File: src/rtl/vmem_responder.sv
// ---------------------------------------------------------------------------
// vmem_responder
//
// Data-memory responder for the datapath's vector and scalar loads/stores.
// A word-addressed RAM serves bursts of 1..MAX_WORDS consecutive words, one
// word per clock. Load results land on five lanes (rd1..rd5) that line up
// with the five vector-ALU result lanes. While a burst is in flight ready is
// low, so the control unit can stall the datapath; completion is signalled
// by a one-cycle ack pulse, qualified by err when the request was rejected.
//
// Ports:
//   clk        in   clock, all state updates on the rising edge
//   reset      in   synchronous active-high reset
//   req        in   request valid, sampled only while ready=1
//   we         in   1 = store burst, 0 = load burst
//   addr[31:0] in   byte address of word 0 (must be word aligned)
//   count[2:0] in   burst length in words, legal 1..MAX_WORDS
//   wd1..wd5   in   store data for words 0..4
//   ready      out  high only while idle
//   ack        out  one-cycle completion pulse
//   err        out  qualifies ack: the request was rejected
//   rd1..rd5   out  load data for words 0..4 (held until the next accept)
// ---------------------------------------------------------------------------
module vmem_responder #(
  parameter int unsigned DEPTH     = 64,
  // Tied to the number of vector lanes; the port list is sized for 5.
  parameter int unsigned MAX_WORDS = 5
) (
  input  logic        clk,
  input  logic        reset,
  input  logic        req,
  input  logic        we,
  input  logic [31:0] addr,
  input  logic [2:0]  count,
  input  logic [31:0] wd1,
  input  logic [31:0] wd2,
  input  logic [31:0] wd3,
  input  logic [31:0] wd4,
  input  logic [31:0] wd5,
  output logic        ready,
  output logic        ack,
  output logic        err,
  output logic [31:0] rd1,
  output logic [31:0] rd2,
  output logic [31:0] rd3,
  output logic [31:0] rd4,
  output logic [31:0] rd5
);

  // Word-index width. The burst counter is 3 bits and is zero-extended into
  // the index, so DEPTH must be at least 16.
  localparam int unsigned AW = $clog2(DEPTH);

  // Range check runs one bit wider than the index so base+count-1 can't wrap.
  localparam logic [AW:0] DepthW = (AW+1)'(DEPTH);
  localparam logic [AW:0] OneW   = {{AW{1'b0}}, 1'b1};

  typedef enum logic [1:0] {
    StIdle,
    StAccess,
    StDone
  } state_t;

  // -------------------------------------------------------------------------
  // State
  // -------------------------------------------------------------------------
  state_t        r_state;
  state_t        w_state_d;
  logic          r_we;
  logic [AW-1:0] r_base;
  logic [2:0]    r_count;
  logic [2:0]    r_k;
  logic          r_err;
  logic [31:0]   r_wd [MAX_WORDS];
  logic [31:0]   r_rd [MAX_WORDS];
  logic [31:0]   r_mem [DEPTH];

  logic [31:0]   w_wd_in [MAX_WORDS];

  assign w_wd_in[0] = wd1;
  assign w_wd_in[1] = wd2;
  assign w_wd_in[2] = wd3;
  assign w_wd_in[3] = wd4;
  assign w_wd_in[4] = wd5;

  // -------------------------------------------------------------------------
  // Request legality, evaluated on the live request inputs at accept time
  // -------------------------------------------------------------------------
  logic          w_misalign;
  logic          w_count_bad;
  logic          w_hi_bad;
  logic          w_range_bad;
  logic          w_req_err;
  logic [AW:0]   w_end;

  always_comb begin
    w_misalign  = (addr[1:0] != 2'b00);
    w_count_bad = (count == 3'd0) || (32'(count) > MAX_WORDS);
    // Word-address bits above the RAM index must be zero; no aliasing.
    w_hi_bad    = |addr[31:AW+2];
    w_end       = {1'b0, addr[AW+1:2]} + {{(AW-2){1'b0}}, count} - OneW;
    w_range_bad = (w_end >= DepthW);
    w_req_err   = w_misalign | w_count_bad | w_hi_bad | w_range_bad;
  end

  // -------------------------------------------------------------------------
  // Burst datapath: current word index and the store word for lane k
  // -------------------------------------------------------------------------
  logic [AW-1:0] w_idx;
  logic [31:0]   w_wd_sel;
  logic          w_last;
  logic          w_mem_we;

  always_comb begin
    w_idx    = r_base + {{(AW-3){1'b0}}, r_k};
    w_last   = (r_k == (r_count - 3'd1));
    w_wd_sel = '0;
    for (int i = 0; i < MAX_WORDS; i++) begin
      if (r_k == 3'(i)) begin
        w_wd_sel = r_wd[i];
      end
    end
    // Reset must stop a store burst on the very edge it is sampled.
    w_mem_we = !reset && (r_state == StAccess) && r_we;
  end

  // -------------------------------------------------------------------------
  // FSM next state and handshake outputs
  // -------------------------------------------------------------------------
  always_comb begin
    w_state_d = r_state;
    ready     = 1'b0;
    ack       = 1'b0;
    unique case (r_state)
      StIdle: begin
        ready = 1'b1;
        if (req) begin
          w_state_d = w_req_err ? StDone : StAccess;
        end
      end
      StAccess: begin
        if (w_last) begin
          w_state_d = StDone;
        end
      end
      StDone: begin
        ack       = 1'b1;
        w_state_d = StIdle;
      end
      default: begin
        w_state_d = StIdle;
      end
    endcase
  end

  // -------------------------------------------------------------------------
  // FSM state register and burst control
  // -------------------------------------------------------------------------
  always_ff @(posedge clk) begin
    if (reset) begin
      r_state <= StIdle;
      r_we    <= 1'b0;
      r_base  <= '0;
      r_count <= '0;
      r_k     <= '0;
      r_err   <= 1'b0;
      for (int i = 0; i < MAX_WORDS; i++) begin
        r_wd[i] <= '0;
        r_rd[i] <= '0;
      end
    end else begin
      r_state <= w_state_d;
      unique case (r_state)
        StIdle: begin
          if (req) begin
            r_we    <= we;
            r_base  <= addr[AW+1:2];
            r_count <= count;
            r_k     <= '0;
            r_err   <= w_req_err;
            for (int i = 0; i < MAX_WORDS; i++) begin
              r_wd[i] <= w_wd_in[i];
              r_rd[i] <= '0;
            end
          end
        end
        StAccess: begin
          if (!r_we) begin
            for (int i = 0; i < MAX_WORDS; i++) begin
              if (r_k == 3'(i)) begin
                r_rd[i] <= r_mem[w_idx];
              end
            end
          end
          r_k <= r_k + 3'd1;
        end
        StDone: begin
          // err only qualifies the ack cycle.
          r_err <= 1'b0;
        end
        default: begin
          r_err <= 1'b0;
        end
      endcase
    end
  end

  // -------------------------------------------------------------------------
  // RAM: contents are not reset
  // -------------------------------------------------------------------------
  always_ff @(posedge clk) begin
    if (w_mem_we) begin
      r_mem[w_idx] <= w_wd_sel;
    end
  end

  assign err = r_err;
  assign rd1 = r_rd[0];
  assign rd2 = r_rd[1];
  assign rd3 = r_rd[2];
  assign rd4 = r_rd[3];
  assign rd5 = r_rd[4];

endmodule

File: config.mk
export PLATFORM = sky130hd
export DESIGN_NAME = vmem_responder
export DESIGN_NICKNAME = d
export VERILOG_FILES = /design/src/rtl/vmem_responder.sv
export SDC_FILE = /design/constraint.sdc
export NUM_CORES = 2
export LEC_CHECK = 0
export CELL_PAD_IN_SITES_DETAIL_PLACEMENT = 1
export CELL_PAD_IN_SITES_GLOBAL_PLACEMENT = 1
export CORE_MARGIN = 2
export CORE_UTILIZATION = 45
export DETAILED_ROUTE_END_ITERATION = 10
export GPL_ROUTABILITY_DRIVEN = 0
export PLACE_DENSITY = 0.81
export SYNTH_ARGS = -nofsm -noshare
export SYNTH_HDL_FRONTEND = slang
export SYNTH_SLANG_ARGS = --single-unit
File: constraint.sdc
create_clock -name clk -period 4.4 [get_ports clk]
set_input_delay 0.44 -clock clk [delete_from_list [all_inputs] [get_ports clk]]
set_output_delay 0.44 -clock clk [all_outputs]
set_load 0.02 [all_outputs]
==> impl_metrics.json <==
{
  "final_cell_area_um2": 108000,
  "via_count": 49500,
  "hold_class": "in2reg",
  "clock_skew_ns": 0.0351,
  "worst_path_max_delay_cell": "dfxtp_1",
  "nets": 5084,
  "comb_power_share_pct": 7.0,
  "clk_path_buf_depth": 3,
  "grt_overflow": 0,
  "ctsHoldBuffers": 0,
  "startpoint_type": "register",
  "io_buffers": 361,
  "worst_slew_pin_slew_ns": 1.33,
  "crit_path_frequent_cell": "buf_4",
  "fin_ws_ns": 0.0468,
  "dpl.hpwl_mm": 156,
  "die_width_um": 454,
  "cts_max_level": 4,
  "rows": 165,
  "ir_worst_vdd_v": 0.000437,
  "cts_made_buffers": 221,
  "die_y_um": 454,
  "core_um2": 202000,
  "clock_latency_ns": 0.89,
  "synth_warnings": 0,
  "ys.flop_type": "edfxtp_1",
  "grt_pass1_wl_mm": 401,
  "hold_violations": 0,
  "die-area_um2": 206000,
  "ys_seq_area_share_pct": 78.4,
  "critPathRequiredTime_ns": 5.02,
  "cts_num_sinks": 2384,
  "routed_wl_mm": 284,
  "seq_power_share_pct": 52.2,
  "switching_share_pct": 22.7,
  "outcome": "completed",
  "cts_tree": "yes",
  "syn_nets": 4450,
  "antenna_found_initial": 18,
  "max_slew_margin_pct": 11.1,
  "slew_violations": 0,
  "path_cells": "ha_1 -> a21o_1 -> a21oi_4 -> xor2_4 -> buf_4 -> buf_4 -> buf_4 -> mux4_2 -> o21ai_1 -> nor3_1 -> buf_4",
  "max_stage_delay_ns": 0.58,
  "path_buf_inv": 4,
  "path_class": "reg2reg",
  "ioPinCount": 362,
  "power_density_nw_per_um2": 449,
  "crit_family": "compound AO/OA/AOI/OAI gates",
  "clkSlewWorstSetupHoldPaths_ns": 0.07,
  "power.internal_mw": 37.6,
  "p_clk_share_pct": 40.8,
  "syn_to_final_growth_pct": 18.9,
  "drive_gt1_share_pct": 25.9,
  "grt_max_degree": 161,
  "synthesis.area_um2": 91100,
  "drc": 0,
  "period_share_pct": 98.9,
  "synthArstFlopShare_pct": 0,
  "drtIter0Drc": 7802,
  "detail_route.wl_per_cell_um": 36.8,
  "p_sw_mw": 11.1,
  "rsz0062_at_grt": "false",
  "postRouteAntennaNets": 0,
  "end_kind": "register",
  "syn_inst": 4233,
  "fin_crit_ns": 4.35,
  "maxCapViolCount": 0,
  "synth_edf_count": 2368,
  "p_leak_nw": 34.4,
  "ys_seq_elements": 2384,
  "grt_pass1_vias": 51900,
  "drtPass1Iterations": 6,
  "via_per_inst": 6.41,
  "cp.arrival_ns": 4.97,
  "synthDistinctLibCells": 53,
  "fmax_mhz": 230,
  "critPathMaxFanout": 8,
  "grt_use_total_pct": 27.7,
  "cts-root-buf": "clkbuf_16",
  "placed_cell_area_um2": 101000,
  "finalSetupViolCount": 0,
  "post-place-ws_ns": -0.177,
  "reg2reg_slack_ns": 0.05,
  "floorplan.initialDensity_pct": 45.2,
  "syn_area_per_cell_um2": 21.5
}
flip-flops by register name, indices dropped and copies added (netlist names):
name / count
r_rd: 160
r_count: 3
r_k: 3
r_we: 1
r_wd: 160
err: 1
r_base: 6
r_state: 2
r_mem: 2048
worst paths after layout:
path / from / endpoint / cells after the start
min reg2reg: r_base[2] / r_base[2] / 1
max reg2reg: r_k[1] / r_rd[0][79] / 11
max: r_k[1] / r_rd[0][79] / 11
min: wd1[18] / r_wd[0][18] / 2
placed cells by master, fill, tap and decap left out, drive strengths merged, types with 2 or more instances in the layout:
cell type,synthesis,layout
nand4,12,12
mux2i,44,44
a22o,8,8
o22ai,4,4
nor3,36,36
o211a,2,2
nor4,9,9
diode,0,4
nand2b,2,2
xor2,3,3
clkinvlp,0,15
inv,23,34
a22oi,34,34
xnor2,7,7
nand3,25,25
or3,2,2
a32oi,35,35
nor2,118,118
nor2b,9,9
buf,113,289
a211oi,33,33
ha,17,17
clkbuf,126,264
clkdlybuf4s50,0,361
o21ai,101,101
edfxtp,2368,2368
a21oi,105,105
clkinv,0,93
a21o,5,5
and2,162,162
dfxtp,16,16
nand2,212,212
bufinv,0,29
o22a,31,31
mux4,558,558
metal layers:
metal	vias to the layer above	track usage, %	wire length, um
met5	-	0	146
met4	20	15.4	18000
met3	844	6.40	31500
met2	4067	44.4	138000
met1	25800	35.0	97000
li1	18800	-	-
cells in the mapped netlist (34+ instances only):
| library cell | count | share of area, % |
|---|---|---|
| clkbuf_1 | 126 | 0.52 |
| o21ai_0 | 77 | 0.42 |
| nand2_1 | 212 | 0.87 |
| nor2_1 | 118 | 0.49 |
| a21oi_1 | 104 | 0.57 |
| mux4_2 | 558 | 14 |
| edfxtp_1 | 2368 | 78 |
| buf_2 | 89 | 0.49 |
| a32oi_1 | 35 | 0.34 |
| mux2i_1 | 44 | 0.48 |
| and2_1 | 162 | 1.1 |
| a22oi_1 | 34 | 0.28 |
| nor3_1 | 35 | 0.19 |
power by group through the flow:
stage | logic (mW) | clock network [mW] | registers, mW
finish | 3.40 | 19.9 | 25.4
global route | 3.51 | 20.6 | 25.4
CTS | 3.35 | 20.0 | 25.4
detailed placement | 3.25 | 0 | 25.9
global placement | 3.11 | 0 | 25.9
floorplan | 1.57 | 0 | 26.0
cells by family (layout without fill, tap and decap cells):
kind of cell,count (synthesis),count (layout),share of synthesized area [%]
AO/OA/AOI/OAI,368,368,2.59
XOR/XNOR,10,10,0.125
adder cells (fa/ha/maj),18,18,0.255
buffers and inverters,262,1085,1.29
flip-flops,2384,2384,78.4
multiplexers,602,602,14.3
other,0,4,0
AND/OR/NAND/NOR,589,589,3.08
area by class of cell:
cell class	instances	area [um^2]
Antenna cell	4	10.0
Inverter	23	91.3
Timing Repair Buffer	650	6500
Fill cell	17400	93400
Sequential cell	2384	71400
Clock inverter	148	1690
Clock buffer	264	5700
Multi-Input combinational cell	1587	19600
Tap cell	2672	3340
stage by stage:
stage	std cells	hold WS (ns)	setup TNS, ns	utilization [%]	power (mW)
3_3_place_gp	7310	0.473	-0.137	50.0	29.0
4_1_cts	7728	0.172	0	53.7	48.8
6_report	7732	0.214	0	53.7	48.7
2_1_floorplan	4233	0.454	-385.74	-	27.6
3_5_place_dp	7310	0.504	-0.884	50.0	29.1
5_1_grt	7728	0.197	0	53.7	49.6
what timing repair did:
| item | 4_1_cts | 5_1_grt |
|---|---|---|
| gates cloned | 0 | 0 |
| resized for setup | 3 | 2 |
| setup endpoints to repair | 44 | 5 |
| buffers inserted | 6 | 0 |
| pin swaps | 1 | 0 |
No activity file was read; power rests on OpenSTA's default activity.
